$ cat src/rtl/sram_arb_pkg.sv
// Shared types and constants for the SRAM request arbiter.
package sram_arb_pkg;

  typedef logic [1:0] state_t;

  localparam state_t IDLE     = 2'd0;
  localparam state_t ACCESS   = 2'd1;
  localparam state_t COMPLETE = 2'd2;

  // Strobe hold counter covers WAIT_CYCLES up to 15.
  localparam int WAIT_CNT_W = 4;

  function automatic int id_width(input int n);
    return (n > 2) ? $clog2(n) : 1;
  endfunction

endpackage

$ cat src/rtl/sram_request_arbiter_if.sv
// Requester and SRAM-side signals of the arbiter; slave is the arbiter's view.
interface sram_request_arbiter_if #(
  parameter int NUM_PORTS = 5,
  parameter int ADDR_W    = 16,
  parameter int DATA_W    = 16
);
  logic [NUM_PORTS-1:0]        req_valid;
  logic [NUM_PORTS-1:0]        req_write;
  logic [NUM_PORTS*ADDR_W-1:0] req_addr;
  logic [NUM_PORTS*DATA_W-1:0] req_wdata;
  logic [NUM_PORTS-1:0]        done;
  logic [DATA_W-1:0]           rdata;
  logic                        rdata_valid;
  logic [ADDR_W-1:0]           sram_addr;
  logic [DATA_W-1:0]           sram_wdata;
  logic                        sram_wdata_oe;
  logic [DATA_W-1:0]           sram_rdata;
  logic                        sram_ce_n;
  logic                        sram_we_n;
  logic                        sram_oe_n;

  modport slave (
    input  req_valid, req_write, req_addr, req_wdata, sram_rdata,
    output done, rdata, rdata_valid, sram_addr, sram_wdata, sram_wdata_oe,
           sram_ce_n, sram_we_n, sram_oe_n
  );

  modport master (
    output req_valid, req_write, req_addr, req_wdata, sram_rdata,
    input  done, rdata, rdata_valid, sram_addr, sram_wdata, sram_wdata_oe,
           sram_ce_n, sram_we_n, sram_oe_n
  );
endinterface

$ cat src/rtl/arb_id_queue.sv
// Circular FIFO of port IDs: several pushes per cycle in ascending index order, one pop.
module arb_id_queue #(
  parameter int NUM_PORTS = 5,
  parameter int ID_W      = 3
) (
  input  logic                 clk,
  input  logic                 reset,
  input  logic [NUM_PORTS-1:0] push,
  input  logic                 pop,
  output logic [ID_W-1:0]      head_id,
  output logic [ID_W:0]        count
);
  localparam int SUM_W = ID_W + 1;

  logic [ID_W-1:0]  mem [NUM_PORTS];
  logic [ID_W-1:0]  head_ptr;
  logic [ID_W-1:0]  tail_ptr;
  logic [ID_W-1:0]  slot [NUM_PORTS];
  logic [SUM_W-1:0] push_cnt;

  function automatic logic [ID_W-1:0] wrap(input logic [SUM_W-1:0] v);
    logic [SUM_W-1:0] r;
    r = (v >= SUM_W'(NUM_PORTS)) ? v - SUM_W'(NUM_PORTS) : v;
    return r[ID_W-1:0];
  endfunction

  // Each pushing port lands after all lower-indexed pushers of the same cycle.
  always_comb begin
    push_cnt = '0;
    for (int p = 0; p < NUM_PORTS; p++) begin
      slot[p] = wrap({1'b0, tail_ptr} + push_cnt);
      if (push[p]) push_cnt = push_cnt + SUM_W'(1);
    end
  end

  always_ff @(posedge clk) begin
    for (int p = 0; p < NUM_PORTS; p++) begin
      if (push[p]) mem[slot[p]] <= ID_W'(p);
    end
  end

  always_ff @(posedge clk or negedge reset) begin
    if (!reset) begin
      head_ptr <= '0;
      tail_ptr <= '0;
      count    <= '0;
    end else begin
      tail_ptr <= wrap({1'b0, tail_ptr} + push_cnt);
      if (pop) head_ptr <= wrap({1'b0, head_ptr} + SUM_W'(1));
      count <= count + push_cnt - SUM_W'(pop);
    end
  end

  assign head_id = mem[head_ptr];

endmodule

$ cat src/rtl/sram_request_arbiter.sv
// First-come-first-served arbiter giving N requesters access to one asynchronous SRAM.
module sram_request_arbiter
  import sram_arb_pkg::*;
#(
  parameter int NUM_PORTS   = 5,
  parameter int ADDR_W      = 16,
  parameter int DATA_W      = 16,
  parameter int WAIT_CYCLES = 1,
  localparam int ID_W       = id_width(NUM_PORTS)
) (
  input  logic                 clk,
  input  logic                 reset,
  input  logic                 run,
  sram_request_arbiter_if.slave bus,
  output logic [ID_W:0]        queue_count,
  output logic                 busy
);
  localparam logic [WAIT_CNT_W-1:0] LAST_BEAT = WAIT_CNT_W'(WAIT_CYCLES - 1);

  state_t                state;
  logic [WAIT_CNT_W-1:0] beat;
  logic [ID_W-1:0]       cur_id;
  logic [ID_W-1:0]       head_id;
  logic                  cur_write;
  logic [ADDR_W-1:0]     addr_q;
  logic [DATA_W-1:0]     wdata_q;
  logic [DATA_W-1:0]     rdata_q;
  logic [NUM_PORTS-1:0]  pending;
  logic [NUM_PORTS-1:0]  push;
  logic [NUM_PORTS-1:0]  clear;
  logic                  pop;
  logic                  in_access;

  // A port re-enters the queue only once its previous access has fully completed.
  assign push  = bus.req_valid & ~pending;
  assign pop   = (state == IDLE) && run && (queue_count != '0);
  assign clear = (state == COMPLETE) ? (NUM_PORTS'(1) << cur_id) : '0;

  arb_id_queue #(
    .NUM_PORTS (NUM_PORTS),
    .ID_W      (ID_W)
  ) u_queue (
    .clk     (clk),
    .reset   (reset),
    .push    (push),
    .pop     (pop),
    .head_id (head_id),
    .count   (queue_count)
  );

  always_ff @(posedge clk or negedge reset) begin
    if (!reset) begin
      state     <= IDLE;
      beat      <= '0;
      cur_id    <= '0;
      cur_write <= 1'b0;
      addr_q    <= '1;
      wdata_q   <= '0;
      rdata_q   <= '0;
      pending   <= '0;
    end else begin
      pending <= (pending | push) & ~clear;
      case (state)
        IDLE: begin
          if (pop) begin
            state     <= ACCESS;
            beat      <= '0;
            cur_id    <= head_id;
            cur_write <= bus.req_write[head_id];
            addr_q    <= bus.req_addr[int'(head_id)*ADDR_W +: ADDR_W];
            if (bus.req_write[head_id])
              wdata_q <= bus.req_wdata[int'(head_id)*DATA_W +: DATA_W];
          end
        end
        ACCESS: begin
          if (beat == LAST_BEAT) begin
            state <= COMPLETE;
            if (!cur_write) rdata_q <= bus.sram_rdata;
          end else begin
            beat <= beat + WAIT_CNT_W'(1);
          end
        end
        default: state <= IDLE;
      endcase
    end
  end

  assign in_access         = (state == ACCESS);
  assign busy              = (state != IDLE);
  assign bus.sram_ce_n     = !in_access;
  assign bus.sram_we_n     = !(in_access && cur_write);
  assign bus.sram_oe_n     = !(in_access && !cur_write);
  assign bus.sram_wdata_oe = in_access && cur_write;
  assign bus.sram_addr     = addr_q;
  assign bus.sram_wdata    = wdata_q;
  assign bus.rdata         = rdata_q;
  assign bus.done          = clear;
  assign bus.rdata_valid   = (state == COMPLETE) && !cur_write;

endmodule

$ cat src/flat_wrapper.sv
// flat-port wrapper written by rule: the top's interface ports become plain ports
module sram_request_arbiter_flat import sram_arb_pkg::*;
#(
  parameter int NUM_PORTS   = 5,
  parameter int ADDR_W      = 16,
  parameter int DATA_W      = 16,
  parameter int WAIT_CYCLES = 1,
  localparam int ID_W       = id_width(NUM_PORTS)
)
  (clk, reset, run, queue_count, busy, bus_req_valid, bus_req_write, bus_req_addr, bus_req_wdata, bus_sram_rdata, bus_done, bus_rdata, bus_rdata_valid, bus_sram_addr, bus_sram_wdata, bus_sram_wdata_oe, bus_sram_ce_n, bus_sram_we_n, bus_sram_oe_n);
  sram_request_arbiter_if #(.NUM_PORTS(NUM_PORTS), .ADDR_W(ADDR_W), .DATA_W(DATA_W)) bus_i ();
  input  logic clk;
  input  logic reset;
  input  logic run;
  output logic [ID_W:0] queue_count;
  output logic busy;
  input wire logic [$bits(bus_i.req_valid)-1:0] bus_req_valid;
  input wire logic [$bits(bus_i.req_write)-1:0] bus_req_write;
  input wire logic [$bits(bus_i.req_addr)-1:0] bus_req_addr;
  input wire logic [$bits(bus_i.req_wdata)-1:0] bus_req_wdata;
  input wire logic [$bits(bus_i.sram_rdata)-1:0] bus_sram_rdata;
  output wire logic [$bits(bus_i.done)-1:0] bus_done;
  output wire logic [$bits(bus_i.rdata)-1:0] bus_rdata;
  output wire logic [$bits(bus_i.rdata_valid)-1:0] bus_rdata_valid;
  output wire logic [$bits(bus_i.sram_addr)-1:0] bus_sram_addr;
  output wire logic [$bits(bus_i.sram_wdata)-1:0] bus_sram_wdata;
  output wire logic [$bits(bus_i.sram_wdata_oe)-1:0] bus_sram_wdata_oe;
  output wire logic [$bits(bus_i.sram_ce_n)-1:0] bus_sram_ce_n;
  output wire logic [$bits(bus_i.sram_we_n)-1:0] bus_sram_we_n;
  output wire logic [$bits(bus_i.sram_oe_n)-1:0] bus_sram_oe_n;
  assign bus_i.req_valid = bus_req_valid;
  assign bus_i.req_write = bus_req_write;
  assign bus_i.req_addr = bus_req_addr;
  assign bus_i.req_wdata = bus_req_wdata;
  assign bus_i.sram_rdata = bus_sram_rdata;
  assign bus_done = bus_i.done;
  assign bus_rdata = bus_i.rdata;
  assign bus_rdata_valid = bus_i.rdata_valid;
  assign bus_sram_addr = bus_i.sram_addr;
  assign bus_sram_wdata = bus_i.sram_wdata;
  assign bus_sram_wdata_oe = bus_i.sram_wdata_oe;
  assign bus_sram_ce_n = bus_i.sram_ce_n;
  assign bus_sram_we_n = bus_i.sram_we_n;
  assign bus_sram_oe_n = bus_i.sram_oe_n;
  sram_request_arbiter #(.NUM_PORTS(NUM_PORTS), .ADDR_W(ADDR_W), .DATA_W(DATA_W), .WAIT_CYCLES(WAIT_CYCLES)) u_core (.clk(clk), .reset(reset), .run(run), .bus(bus_i), .queue_count(queue_count), .busy(busy));
endmodule
$ cat config.mk
export PLATFORM = sky130hd
export DESIGN_NAME = sram_request_arbiter_flat
export DESIGN_NICKNAME = d
export VERILOG_FILES = /design/src/rtl/sram_arb_pkg.sv /design/src/rtl/sram_request_arbiter_if.sv /design/src/rtl/arb_id_queue.sv /design/src/rtl/sram_request_arbiter.sv /design/src/flat_wrapper.sv
export SDC_FILE = /design/constraint.sdc
export NUM_CORES = 1
export LEC_CHECK = 0
export CORE_MARGIN = 3
export CORE_UTILIZATION = 25
export CTS_CLUSTER_SIZE = 16
export DETAILED_ROUTE_END_ITERATION = 7
export MAX_ROUTING_LAYER = met4
export PLACE_DENSITY = 0.56
export SLEW_MARGIN = 0
export SYNTH_ARGS = -nofsm -noshare
export SYNTH_HDL_FRONTEND = slang
export SYNTH_HIERARCHICAL = 1
export SYNTH_SLANG_ARGS = --single-unit
$ cat constraint.sdc
create_clock -name clk -period 9.7 [get_ports clk]
set_input_delay 0.97 -clock clk [delete_from_list [all_inputs] [get_ports clk]]
set_output_delay 0.97 -clock clk [all_outputs]
set_load 0.05 [all_outputs]
==> results of run 1 <==
[how the worst max path moves through the flow]
stage | end | cells after the start | slack, ps
finish | u_core/u_queue/count[3] | 19 | 4630
global route | u_core/u_queue/count[3] | 19 | 4250
CTS | u_core/u_queue/count[3] | 19 | 4630
detailed placement | u_core/u_queue/count[3] | 19 | 4270
global placement | u_core/u_queue/count[3] | 19 | 4400
floorplan | u_core/u_queue/count[3] | 19 | 5320
[through the flow]
| stage | hold slack (ps) | setup WS (ps) |
|---|---|---|
| floorplan | 443.9 | 5316 |
| global placement | 464.6 | 4397 |
| detailed placement | 473.2 | 4269 |
| CTS | 484.6 | 4626 |
| global route | 497.8 | 4254 |
| finish | 478.8 | 4634 |
[worst max-delay path, cell delays in order]
cell	delay (ps)
sky130_fd_sc_hd__clkdlybuf4s50_1	470
sky130_fd_sc_hd__nor2b_1	750
sky130_fd_sc_hd__nor2b_1	170
sky130_fd_sc_hd__or2_2	370
sky130_fd_sc_hd__ha_1	290
sky130_fd_sc_hd__nand2b_1	150
sky130_fd_sc_hd__o31ai_2	160
sky130_fd_sc_hd__inv_1	120
sky130_fd_sc_hd__ha_1	300
sky130_fd_sc_hd__nand2_1	40
sky130_fd_sc_hd__o21ai_0	140
sky130_fd_sc_hd__inv_1	130
sky130_fd_sc_hd__ha_1	340
sky130_fd_sc_hd__inv_1	50
sky130_fd_sc_hd__ha_1	280
sky130_fd_sc_hd__a21o_1	150
sky130_fd_sc_hd__a21oi_1	170
sky130_fd_sc_hd__xnor2_1	150
sky130_fd_sc_hd__xnor2_1	140
[power by group]
group	internal, uW	switching, uW
combinational	922	1290
sequential	558	134
clock	177	161
total	1660	1590
[synthesized netlist by cell type, drive strengths merged (5+ instances only)]
cell    instances  area share, %
ha             39            7.2
nor3            8           0.59
mux2i          20            3.0
and3            5           0.48
nor2b          30            2.9
o32ai          20            2.7
xor2            9            1.8
a211oi         22            2.8
dfstp          16            6.2
buf            22            2.4
dfrtp          57             21
a21boi         17            1.9
nand2b         15            1.4
nor3b           6           0.74
mux4           19            6.3
nand2          52            2.9
a21oi          27            2.2
o21ai          29            2.1
nand4           6           0.56
clkbuf         14           0.78
dfxtp          15            4.4
inv            42            2.3
nor2           38            2.1
a22oi          16            1.8
fa              5            1.5
xnor2           9            1.6
mux2           36            6.6
a21o            9            1.0
nand3          11           0.81
[layer usage]
metal / wire, um / part of all wire (%) / up-vias / global-route usage [%]
li1: - / - / 2933 / -
met1: 9638 / 44 / 2816 / 18.62
met2: 10960 / 50 / 153 / 25.66
met3: 955 / 4.4 / 20 / 2.973
met4: 346 / 1.6 / 0 / 3.951
met5: 0 / 0 / - / -
[kinds of logic (layout without fill, tap and decap cells)]
| logic type | after synthesis | in the layout | share of synthesized area [%] |
|---|---|---|---|
| muxes | 75 | 75 | 15.90 |
| buffers and inverters | 78 | 315 | 5.555 |
| and+or+nand+nor | 191 | 191 | 15.05 |
| xor gates and xnor gates | 18 | 18 | 3.388 |
| DFF | 88 | 88 | 31.77 |
| AOI/OAI and AO/OA | 179 | 179 | 19.63 |
| adders and majority gates | 44 | 44 | 8.702 |
[flip-flops by register name, indices dropped and copies added (netlist names)]
name / count
u_core/beat: 4
u_core/bus.rdata: 16
u_core/bus.sram_addr: 16
u_core/bus.sram_wdata: 16
u_core/cur_id: 3
u_core/cur_write: 1
u_core/pending: 5
u_core/state: 2
u_core/u_queue/count: 4
u_core/u_queue/head_ptr: 3
u_core/u_queue/mem: 15
u_core/u_queue/tail_ptr: 3
[area by class of cell]
class | instances | area (um^2)
multi-input cells | 507 | 4235
inverters | 42 | 157.7
well taps | 335 | 419.2
fillers | 2685 | 16490
clock buffers | 9 | 225.2
flip-flops and latches | 88 | 2147
repair buffers | 257 | 2555
clock inverters | 7 | 55.05
==> impl_results.md, run 1 <==
* Sink Count at 88
* Routed wire length at 21900 um
* Total number of vias at 5922
* Worst Reg-to-Reg Cells at 18
* End point of the most critical hold path: u_core/u_queue/mem[3][2]
* Number of instances in the placed design at 1229
* Area of placed instances at 9514 um^2
* Antenna Cells at 0
* Final routed DRC violation total at 0
* Setup repair bufs after CTS at 0
* Share of cells above drive strength 1 at 13.08%
* Number of nets still failing antenna checks after routing at 0
* Number of warning messages in the yosys log at 6
* Buffers on Ports at 251
* Type of the worst setup path: in -> reg
* Vias per Instance at 4.757
* Buffer cell driving the clock tree root: sky130_fd_sc_hd__clkbuf_16
* Pwr dens at 331.4 nW/um^2
* Period Utilization, post-route at 52.23%
* DRC marker count from the first detailed-route iteration at 282
* Data required time at the worst endpoint at 9960 ps
* RSZ-0062 raised after global routing: no
* Post-synthesis average cell area at 10.04 um^2
* Post-synthesis cell count at 673
* Final setup violation count at 0
* Post-CTS Hold Fix Bufs at 0
* Final setup TNS at 0 ps
* Worst setup slack for register-to-register paths at 5370 ps
* Number of distinct library cells after synthesis at 84
* Total power of the final layout at 3245 uW
* Level count of the clock H-tree at 3
* Worst Setup End Kind: flip-flop
* Worst reg2reg startpoint: u_core/pending[2]
* Maximum fanout along the worst path at 10
* Worst min path class: reg -> reg
* GRT Util Overall at 15.18%
* Die outline height at 170.4 um
* Worst setup path start: bus_req_valid[2]
* TritonCTS clock tree: built
* Inserted Clock Buffers at 9
* Final standard cell count with taps included and fillers excluded at 1245
* CTS clock-pin slew for the worst setup and hold paths at 70 ps
* Die extent in x at 170.4 um
* Antenna violations before repair at 0
* RePlAce Congestion at 0.8132
* Achievable clock frequency at 197.4 MHz
* Max-capacitance violation count at 0
* Synthesized netlist net count at 906
* Origin of the worst min-delay path: u_core/u_queue/mem[3][2]
* Slew Limit Headroom at 28.04%
* I/O Pins at 252
* End-of-flow core utilization at 37.27%
* Flip-flop and latch count after synthesis at 88
* HPWL Detailed at 17690 um
* Area growth syn-to-layout at 44.94%
* Largest net degree at the start of global routing at 74
* P_leak at 0.003904 uW
* Via count of the first global-routing pass at 6147
* Post-layout min period at 5066 ps
* Worst-Skew Late Latency at 340 ps
* Detailed-routing iteration count for the pre-antenna-repair pass at 4
* Arrival time at the worst endpoint at 5330 ps
* Number of synthesized flops with an enable pin at 0
* Wire length of the first global-routing pass at 33700 um
* Starting Density at 25.71%
* Sequential element share of the synthesized area at 31.77%
* Share of flip-flops with an asynchronous set or reset at 82.95%
* GRT overflow at 0
* Worst VDD drop at 0.2007 mV
* Count of standard-cell rows at 59
* Result of the run: complete, no violations
* Top library cells by usage in the layout, fill and taps aside: sky130_fd_sc_hd__clkdlybuf4s50_1, sky130_fd_sc_hd__dfrtp_1, sky130_fd_sc_hd__nand2_1
* Total Die Area at 29040 um^2
* Startpoint kind of the worst setup timing path: input port
* Commonest non-fill, non-tap cell in the layout: sky130_fd_sc_hd__clkdlybuf4s50_1
* Post-layout instance area at 9794 um^2
* Final-report max-slew violation count at 0
* Transition at the pin with the smallest max-transition slack at 1078 ps
* Clk buf depth at 2
* Hold Path Stages at 2
* Most common flop cell mapped by yosys: sky130_fd_sc_hd__dfrtp_1
* Final #Nets at 1138
* Worst clock skew at 7.498 ps
* WL/cell at 17.59 um
* CORE AREA at 26280 um^2
* Final hold violation count at 0
* Post-cts gate resize count at 0
* Cell area after synthesis at 6758 um^2
* End of the worst register-to-register path: u_core/u_queue/count[3]
Note: power is estimated with default switching activity, not from simulation.
==> run 2: changes to the inputs <==
- clock period: 9.7 -> 5.2 ns (I/O delays scaled with it)
==> run 2 against run 1 <==
Against the previous run: via count increased by 0.10%; critical path depth fell by 3; sequential share of layout area is 0.11 points lower; utilization rose by 0.18 points; combinational power grew 86%; non-clock buffer count up 4; sequential power up 86%; register-to-register slack got worse by 4200 ps; worst setup slack got worse by 3700 ps; power up 88%; count of clock-buffer cells in the layout grew 1; wire length fell by 0.69%; critical path type unchanged; highest routed layer unchanged.
==> impl_results.md, run 2 (synthesis results as in run 1) <==
* GRT overflow at 0 (unchanged)
* Final hold violation count at 0 (unchanged)
* CORE AREA at 26280 um^2 (unchanged)
* Top library cells by usage in the layout, fill and taps aside: sky130_fd_sc_hd__clkdlybuf4s50_1, sky130_fd_sc_hd__dfrtp_1, sky130_fd_sc_hd__nand2_1 (unchanged)
* TritonCTS clock tree: built (unchanged)
* Sequential group share of total power at 21.1% (was 21.3%)
* Routed wire length at 21750 um (was 21900 um)
* Post-layout min period at 4306 ps
* Pre-CTS setup slack at 584.9 ps (was 4269 ps)
* CTS clock-pin slew for the worst setup and hold paths at 70 ps (about the same)
* Register area at 2147 um^2 (unchanged)
* Worst hold slack across all endpoints at 341.5 ps (was 478.8 ps)
* Inserted Clock Buffers at 9 (unchanged)
* RePlAce Congestion at 0.7986 (was 0.8132)
* Die outline height at 170.4 um (unchanged)
* Type of the worst setup path: in -> reg (unchanged)
* Area growth syn-to-layout at 45.64% (was 44.94%)
* Comb power frac at 68.0% (was 68.3%)
* Startpoint kind of the worst setup timing path: input port (unchanged)
* RSZ-0062 raised after global routing: no (unchanged)
* Worst reg2reg startpoint: u_core/pending[1] (was u_core/pending[2])
* Post-CTS Hold Fix Bufs at 0 (unchanged)
* Antenna Cells at 0 (unchanged)
* Worst-Skew Late Latency at 340 ps (about the same)
* Detailed-route wire length on metal 1 at 9328 um (was 9638 um)
* Clk buf depth at 2 (unchanged)
* Worst Reg-to-Reg Cells at 15 (was 18)
* Final #Nets at 1142 (was 1138)
* Slew Limit Headroom at 34.35% (was 28.04%)
* Final Worst Setup Slack at 894.2 ps (was 4634 ps)
* Commonest non-fill, non-tap cell in the layout: sky130_fd_sc_hd__clkdlybuf4s50_1 (unchanged)
* FILL cells at 2668 (was 2685)
* Highest Signal Layer: met4 (unchanged)
* Worst VDD drop at 0.2168 mV (was 0.2007 mV)
* Area used by multi-input combinational logic at 4235 um^2 (unchanged)
* Total Die Area at 29040 um^2 (unchanged)
* I/O Pins at 252 (unchanged)
* Share of cells above drive strength 1 at 13.35% (was 13.08%)
* Wire length on met2 at 11090 um (was 10960 um)
* Final setup TNS at 0 ps (unchanged)
* Post-cts gate resize count at 0 (unchanged)
* Antenna violations before repair at 0 (unchanged)
* Setup repair bufs after CTS at 0 (unchanged)
* Switching part of the total at 48.35% (was 48.94%)
* End-of-flow core utilization at 37.45% (was 37.27%)
* GRT Util Overall at 15.09% (was 15.18%)
* HPWL Detailed at 17740 um (was 17690 um)
* Buffer cell driving the clock tree root: sky130_fd_sc_hd__clkbuf_16 (unchanged)
* Number of nets still failing antenna checks after routing at 0 (unchanged)
* End of the worst register-to-register path: u_core/u_queue/mem[4][0] (was u_core/u_queue/count[3])
* Level count of the clock H-tree at 3 (unchanged)
* Worst min path class: in -> async (was reg -> reg)
* Data required time at the worst endpoint at 5410 ps (was 9960 ps)
* Buffers on Ports at 251 (unchanged)
* Sink Count at 88 (unchanged)
* Result of the run: complete, no violations (unchanged)
* Count of standard-cell rows at 59 (unchanged)
* Vias per Instance at 4.746 (was 4.757)
* Maximum fanout along the worst path at 6 (was 10)
* Max-capacitance violation count at 0 (unchanged)
* Clock network fraction of design power at 10.9% (was 10.4%)
* Total number of vias at 5928 (was 5922)
* Worst setup slack for register-to-register paths at 1180 ps (was 5370 ps)
* Pwr dens at 619.3 nW/um^2 (was 331.4 nW/um^2)
* Met3 WL at 1132 um (was 955 um)
* Arrival time at the worst endpoint at 4520 ps (was 5330 ps)
* DRC marker count from the first detailed-route iteration at 281 (was 282)
* Period Utilization, post-route at 82.80%
* Final setup violation count at 0 (unchanged)
* Via count of the first global-routing pass at 6126 (was 6147)
* Achievable clock frequency at 232.2 MHz
* Die extent in x at 170.4 um (unchanged)
* Worst clock skew at 11.48 ps (was 7.498 ps)
* Starting Density at 25.71% (unchanged)
* Wire length of the first global-routing pass at 33340 um (was 33700 um)
* WL/cell at 17.41 um (was 17.59 um)
* Final routed DRC violation total at 0 (unchanged)
* Transition at the pin with the smallest max-transition slack at 984.8 ps (was 1078 ps)
* Final-report max-slew violation count at 0 (unchanged)
* P_leak at 0.003931 uW (was 0.003904 uW)
* Detailed-routing iteration count for the pre-antenna-repair pass at 4 (unchanged)
* Internal power summed over all cells at 3148 uW (was 1657 uW)
* Worst Setup End Kind: flip-flop (unchanged)
* Switching power total at 2947 uW (was 1588 uW)
* Largest net degree at the start of global routing at 74 (unchanged)
run 2: metrics by stage:
stage | power [uW] | std cells | area (um^2)
after floorplan | 4284 | 673 | 6758
after global placement | 5453 | 1233 | 9544
after detailed placement | 5468 | 1233 | 9544
after CTS | 6168 | 1249 | 9842
after global routing | 6553 | 1249 | 9842
final | 6096 | 1249 | 9842
run 2: layout make-up:
type	instances	area share (%)
Timing Repair Buffer	261	26.26
Clock inverter	6	0.6992
Clock buffer	10	2.326
Multi-Input combinational cell	507	43.03
Tap cell	335	4.259
Sequential cell	88	21.82
Inverter	42	1.602
run 2: critical path, cell delays in order:
cell and delay [ps]:
sky130_fd_sc_hd__clkdlybuf4s50_1 470, sky130_fd_sc_hd__nor2b_1 230, sky130_fd_sc_hd__inv_1 90, sky130_fd_sc_hd__ha_1 440, sky130_fd_sc_hd__xor2_4 240, sky130_fd_sc_hd__ha_1 260
sky130_fd_sc_hd__nand2b_1 150, sky130_fd_sc_hd__o31ai_2 130, sky130_fd_sc_hd__fa_1 570, sky130_fd_sc_hd__ha_1 250, sky130_fd_sc_hd__nor2b_1 140, sky130_fd_sc_hd__o221a_2 290
sky130_fd_sc_hd__nor3_1 150, sky130_fd_sc_hd__a31oi_1 110, sky130_fd_sc_hd__nor3b_1 400, sky130_fd_sc_hd__a21oi_1 80
run 2: metal layers:
metal | up-vias | GRT usage (%)
li1 | 2944 | -
met5 | - | -
met3 | 12 | 3.066
met4 | 0 | 2.928
met2 | 156 | 26.27
met1 | 2816 | 18.22
run 2: worst max path at each step:
stage                     slack (ps)              from                  endpoint  cells after the start
after floorplan                 1270  bus_req_valid[0]   u_core/u_queue/count[3]                     19
after global placement           660  bus_req_valid[0]   u_core/u_queue/count[3]                     20
after detailed placement         580  bus_req_valid[2]  u_core/u_queue/mem[4][2]                     15
after CTS                        920  bus_req_valid[1]  u_core/u_queue/mem[4][0]                     16
after global routing             560  bus_req_valid[1]  u_core/u_queue/mem[4][0]                     16
final                            890  bus_req_valid[1]  u_core/u_queue/mem[4][0]                     16
run 2: power groups by stage:
| stage | clock (uW) | sequential [uW] | combinational [uW] |
|---|---|---|---|
| 2_1_floorplan | 0 | 1940 | 2340 |
| 3_3_place_gp | 0 | 1290 | 4160 |
| 3_5_place_dp | 0 | 1300 | 4170 |
| 4_1_cts | 690 | 1290 | 4190 |
| 5_1_grt | 716 | 1340 | 4500 |
| 6_report | 662 | 1290 | 4140 |
==> run 3: changes to the inputs <==
- clock period: 5.2 -> 4 ns (I/O delays scaled with it)
==> run 3 against run 2 <==
Against the previous run: global-route usage increased by 0.43 points; worst setup slack got worse by 640 ps; register-to-register slack got worse by 710 ps; final cell count increased by 3.8%; count of clock-buffer cells in the layout decreased by 1; utilization increased by 1.7 points; sequential share of layout area decreased by 0.97 points; largest cell class unchanged.
==> impl_results.md, run 3 (synthesis results as in run 1) <==
* Final #Nets at 1189 (was 1142)
* Via count of the first global-routing pass at 6179 (was 6126)
* Arrival time at the worst endpoint at 3980 ps (was 4520 ps)
* Commonest non-fill, non-tap cell in the layout: sky130_fd_sc_hd__clkdlybuf4s50_1 (unchanged)
* TritonCTS clock tree: built (unchanged)
* Total Die Area at 29040 um^2 (unchanged)
* CORE AREA at 26280 um^2 (unchanged)
* Largest net degree at the start of global routing at 74 (unchanged)
* Worst Reg-to-Reg Cells at 15 (unchanged)
* Detailed-routing iteration count for the pre-antenna-repair pass at 4 (unchanged)
* Worst min path class: in -> async (unchanged)
* Final hold violation count at 0 (unchanged)
* Final Worst Setup Slack at 249.9 ps (was 894.2 ps)
* GRT Max-Usage Layer: met2 (unchanged)
* Top library cells by usage in the layout, fill and taps aside: sky130_fd_sc_hd__clkdlybuf4s50_1, sky130_fd_sc_hd__buf_4, sky130_fd_sc_hd__dfrtp_1 (was sky130_fd_sc_hd__clkdlybuf4s50_1, sky130_fd_sc_hd__dfrtp_1, sky130_fd_sc_hd__nand2_1)
* Count of standard-cell rows at 59 (unchanged)
* Achievable clock frequency at 266.7 MHz
* Routed wire length at 22320 um (was 21750 um)
* Final setup violation count at 0 (unchanged)
* Final-report max-slew violation count at 0 (unchanged)
* Data required time at the worst endpoint at 4230 ps (was 5410 ps)
* Worst setup slack for register-to-register paths at 470 ps (was 1180 ps)
* Post-layout min period at 3750 ps
* Number of instances in the placed design at 1280 (was 1233)
* Inserted Clock Buffers at 9 (unchanged)
* Worst VDD drop at 0.3012 mV (was 0.2168 mV)
* Antenna violations before repair at 0 (unchanged)
* Sink Count at 88 (unchanged)
* Total power of the final layout at 8367 uW (was 6096 uW)
* Final standard cell count with taps included and fillers excluded at 1296 (was 1249)
* Number of nets still failing antenna checks after routing at 0 (unchanged)
* Met1 layer usage reported by global route at 19.35% (was 18.22%)
* Transition at the pin with the smallest max-transition slack at 987.2 ps (was 984.8 ps)
* I/O Pins at 252 (unchanged)
* Starting Density at 25.71% (unchanged)
* Buffers on Ports at 251 (unchanged)
* Vias per Instance at 4.721 (was 4.746)
* Area growth syn-to-layout at 52.40% (was 45.64%)
* DRC marker count from the first detailed-route iteration at 218 (was 281)
* Worst Setup End Kind: flip-flop (unchanged)
* CTS clock-pin slew for the worst setup and hold paths at 70 ps (about the same)
* End of the worst register-to-register path: u_core/u_queue/mem[0][2] (was u_core/u_queue/mem[4][0])
* GRT Util Overall at 15.52% (was 15.09%)
* Max-capacitance violation count at 0 (unchanged)
* Level count of the clock H-tree at 3 (unchanged)
* Post-layout instance area at 10300 um^2 (was 9842 um^2)
* Result of the run: complete, no violations (unchanged)
* Maximum fanout along the worst path at 3 (was 6)
* Worst clock skew at 8.406 ps (was 11.48 ps)
* Worst reg2reg startpoint: u_core/pending[1] (unchanged)
* RSZ-0062 raised after global routing: no (unchanged)
* Startpoint kind of the worst setup timing path: input port (unchanged)
* Worst path cell trace: clkdlybuf4s50_1, nor2b_2, ha_1, nor2b_1, or2_2, ha_1, nand2b_1, o31ai_4, inv_1, ha_1, nand2_1, o21ai_0, inv_1, fa_1, ha_1, inv_1, o21ai_1, nand2_2, xnor2_1 (was clkdlybuf4s50_1, nor2b_1, inv_1, ha_1, xor2_4, ha_1, nand2b_1, o31ai_2, fa_1, ha_1, nor2b_1, o221a_2, nor3_1, a31oi_1, nor3b_1, a21oi_1)
* GRT overflow at 0 (unchanged)
* Most common cell type on the critical path: sky130_fd_sc_hd__ha_1 (unchanged)
* Pre-CTS setup slack at -271.8 ps (was 584.9 ps)
* Kind of cell adding the most delay to the critical path: adder cells (unchanged)
* Die extent in x at 170.4 um (unchanged)
* Grt met3 use at 3.089% (was 3.066%)
* HPWL Detailed at 18120 um (was 17740 um)
* Pwr dens at 812.5 nW/um^2 (was 619.3 nW/um^2)
* WL/cell at 17.22 um (was 17.41 um)
* Wire length of the first global-routing pass at 34180 um (was 33340 um)
* Period Utilization, post-route at 93.75%
* Worst hold slack across all endpoints at 180.8 ps (was 341.5 ps)
* Total number of vias at 6119 (was 5928)
* Delay of the slowest cell on the worst path at 580 ps (was 570 ps)
* Type of the worst setup path: in -> reg (unchanged)
* Slowest-stage cell, CP: sky130_fd_sc_hd__fa_1 (unchanged)
* Antenna Cells at 0 (unchanged)
* Clk buf depth at 2 (unchanged)
* Die outline height at 170.4 um (unchanged)
* Buffers plus inverters on the worst setup path at 4 (was 2)
* P_leak at 0.004197 uW (was 0.003931 uW)
* Final routed DRC violation total at 0 (unchanged)
* Slew Limit Headroom at 34.18% (was 34.35%)
* RePlAce Congestion at 0.8236 (was 0.7986)
* Worst-Skew Late Latency at 350 ps (was 340 ps)
* Met2 routing resource usage after global routing at 26.13% (was 26.27%)
* Area of placed instances at 9897 um^2 (was 9544 um^2)
* Share of cells above drive strength 1 at 18.42% (was 13.35%)
* Buffer cell driving the clock tree root: sky130_fd_sc_hd__clkbuf_16 (unchanged)
## run 3: how the worst max path moves through the flow
stage                     cells past startpoint  slack [ps]                    endpoint        startpoint
final                                        19         250  u_core/u_queue/tail_ptr[0]  bus_req_valid[0]
after global routing                         20           4     u_core/u_queue/count[3]  bus_req_valid[1]
after CTS                                    16          80    u_core/u_queue/mem[0][2]  bus_req_valid[0]
after detailed placement                     16        -270    u_core/u_queue/mem[0][2]  bus_req_valid[0]
after global placement                       16        -210    u_core/u_queue/mem[0][2]  bus_req_valid[0]
after floorplan                              19         190     u_core/u_queue/count[3]  bus_req_valid[0]
## run 3: metal layers
metal / part of all wire [%] / wire length (um)
met4: 1.1 / 256
met2: 51 / 11380
met1: 43 / 9627
met3: 4.7 / 1059
met5: 0 / 0
## run 3: worst register-to-register path, delay by kind of cell, from the launching register on
| kind | cells | cell delay, ps |
|---|---|---|
| AO/OA/AOI/OAI | 4 | 810 |
| multiplexers | 1 | 340 |
| XOR/XNOR | 1 | 150 |
| AND/OR/NAND/NOR | 2 | 320 |
| flip-flops | 1 | 390 |
| adder cells (fa/ha/maj) | 4 | 1110 |
| buffers and inverters | 3 | 330 |
## run 3: timing repair
item / in CTS / in global routing
hold buffers: 0 / 0
endpoints found under the setup margin: 0 / 18
resized for setup: 0 / 10
buffers inserted: 0 / 0
## run 3: through the flow
step | TNS [ps] | utilization (%)
after floorplan | 0 | -
after detailed placement | -3843 | 37.66
after global placement | -2692 | 37.66
final | 0 | 39.19
after CTS | 0 | 39.00
after global routing | 0 | 39.19
## run 3: cell type report
cell class / count / area, um^2
well taps: 335 / 419.2
inverters: 42 / 157.7
fillers: 2650 / 15980
repair buffers: 308 / 2938
multi-input cells: 507 / 4285
clock buffers: 9 / 225.2
flip-flops and latches: 88 / 2147
clock inverters: 7 / 126.4
## run 3: report_power, final
part	internal (uW)	switching [uW]	leakage, uW
Sequential	1350	325	0.000963
Combinational	2470	3200	0.00307
Clock	619	396	0.000168
Total	4440	3920	0.00420
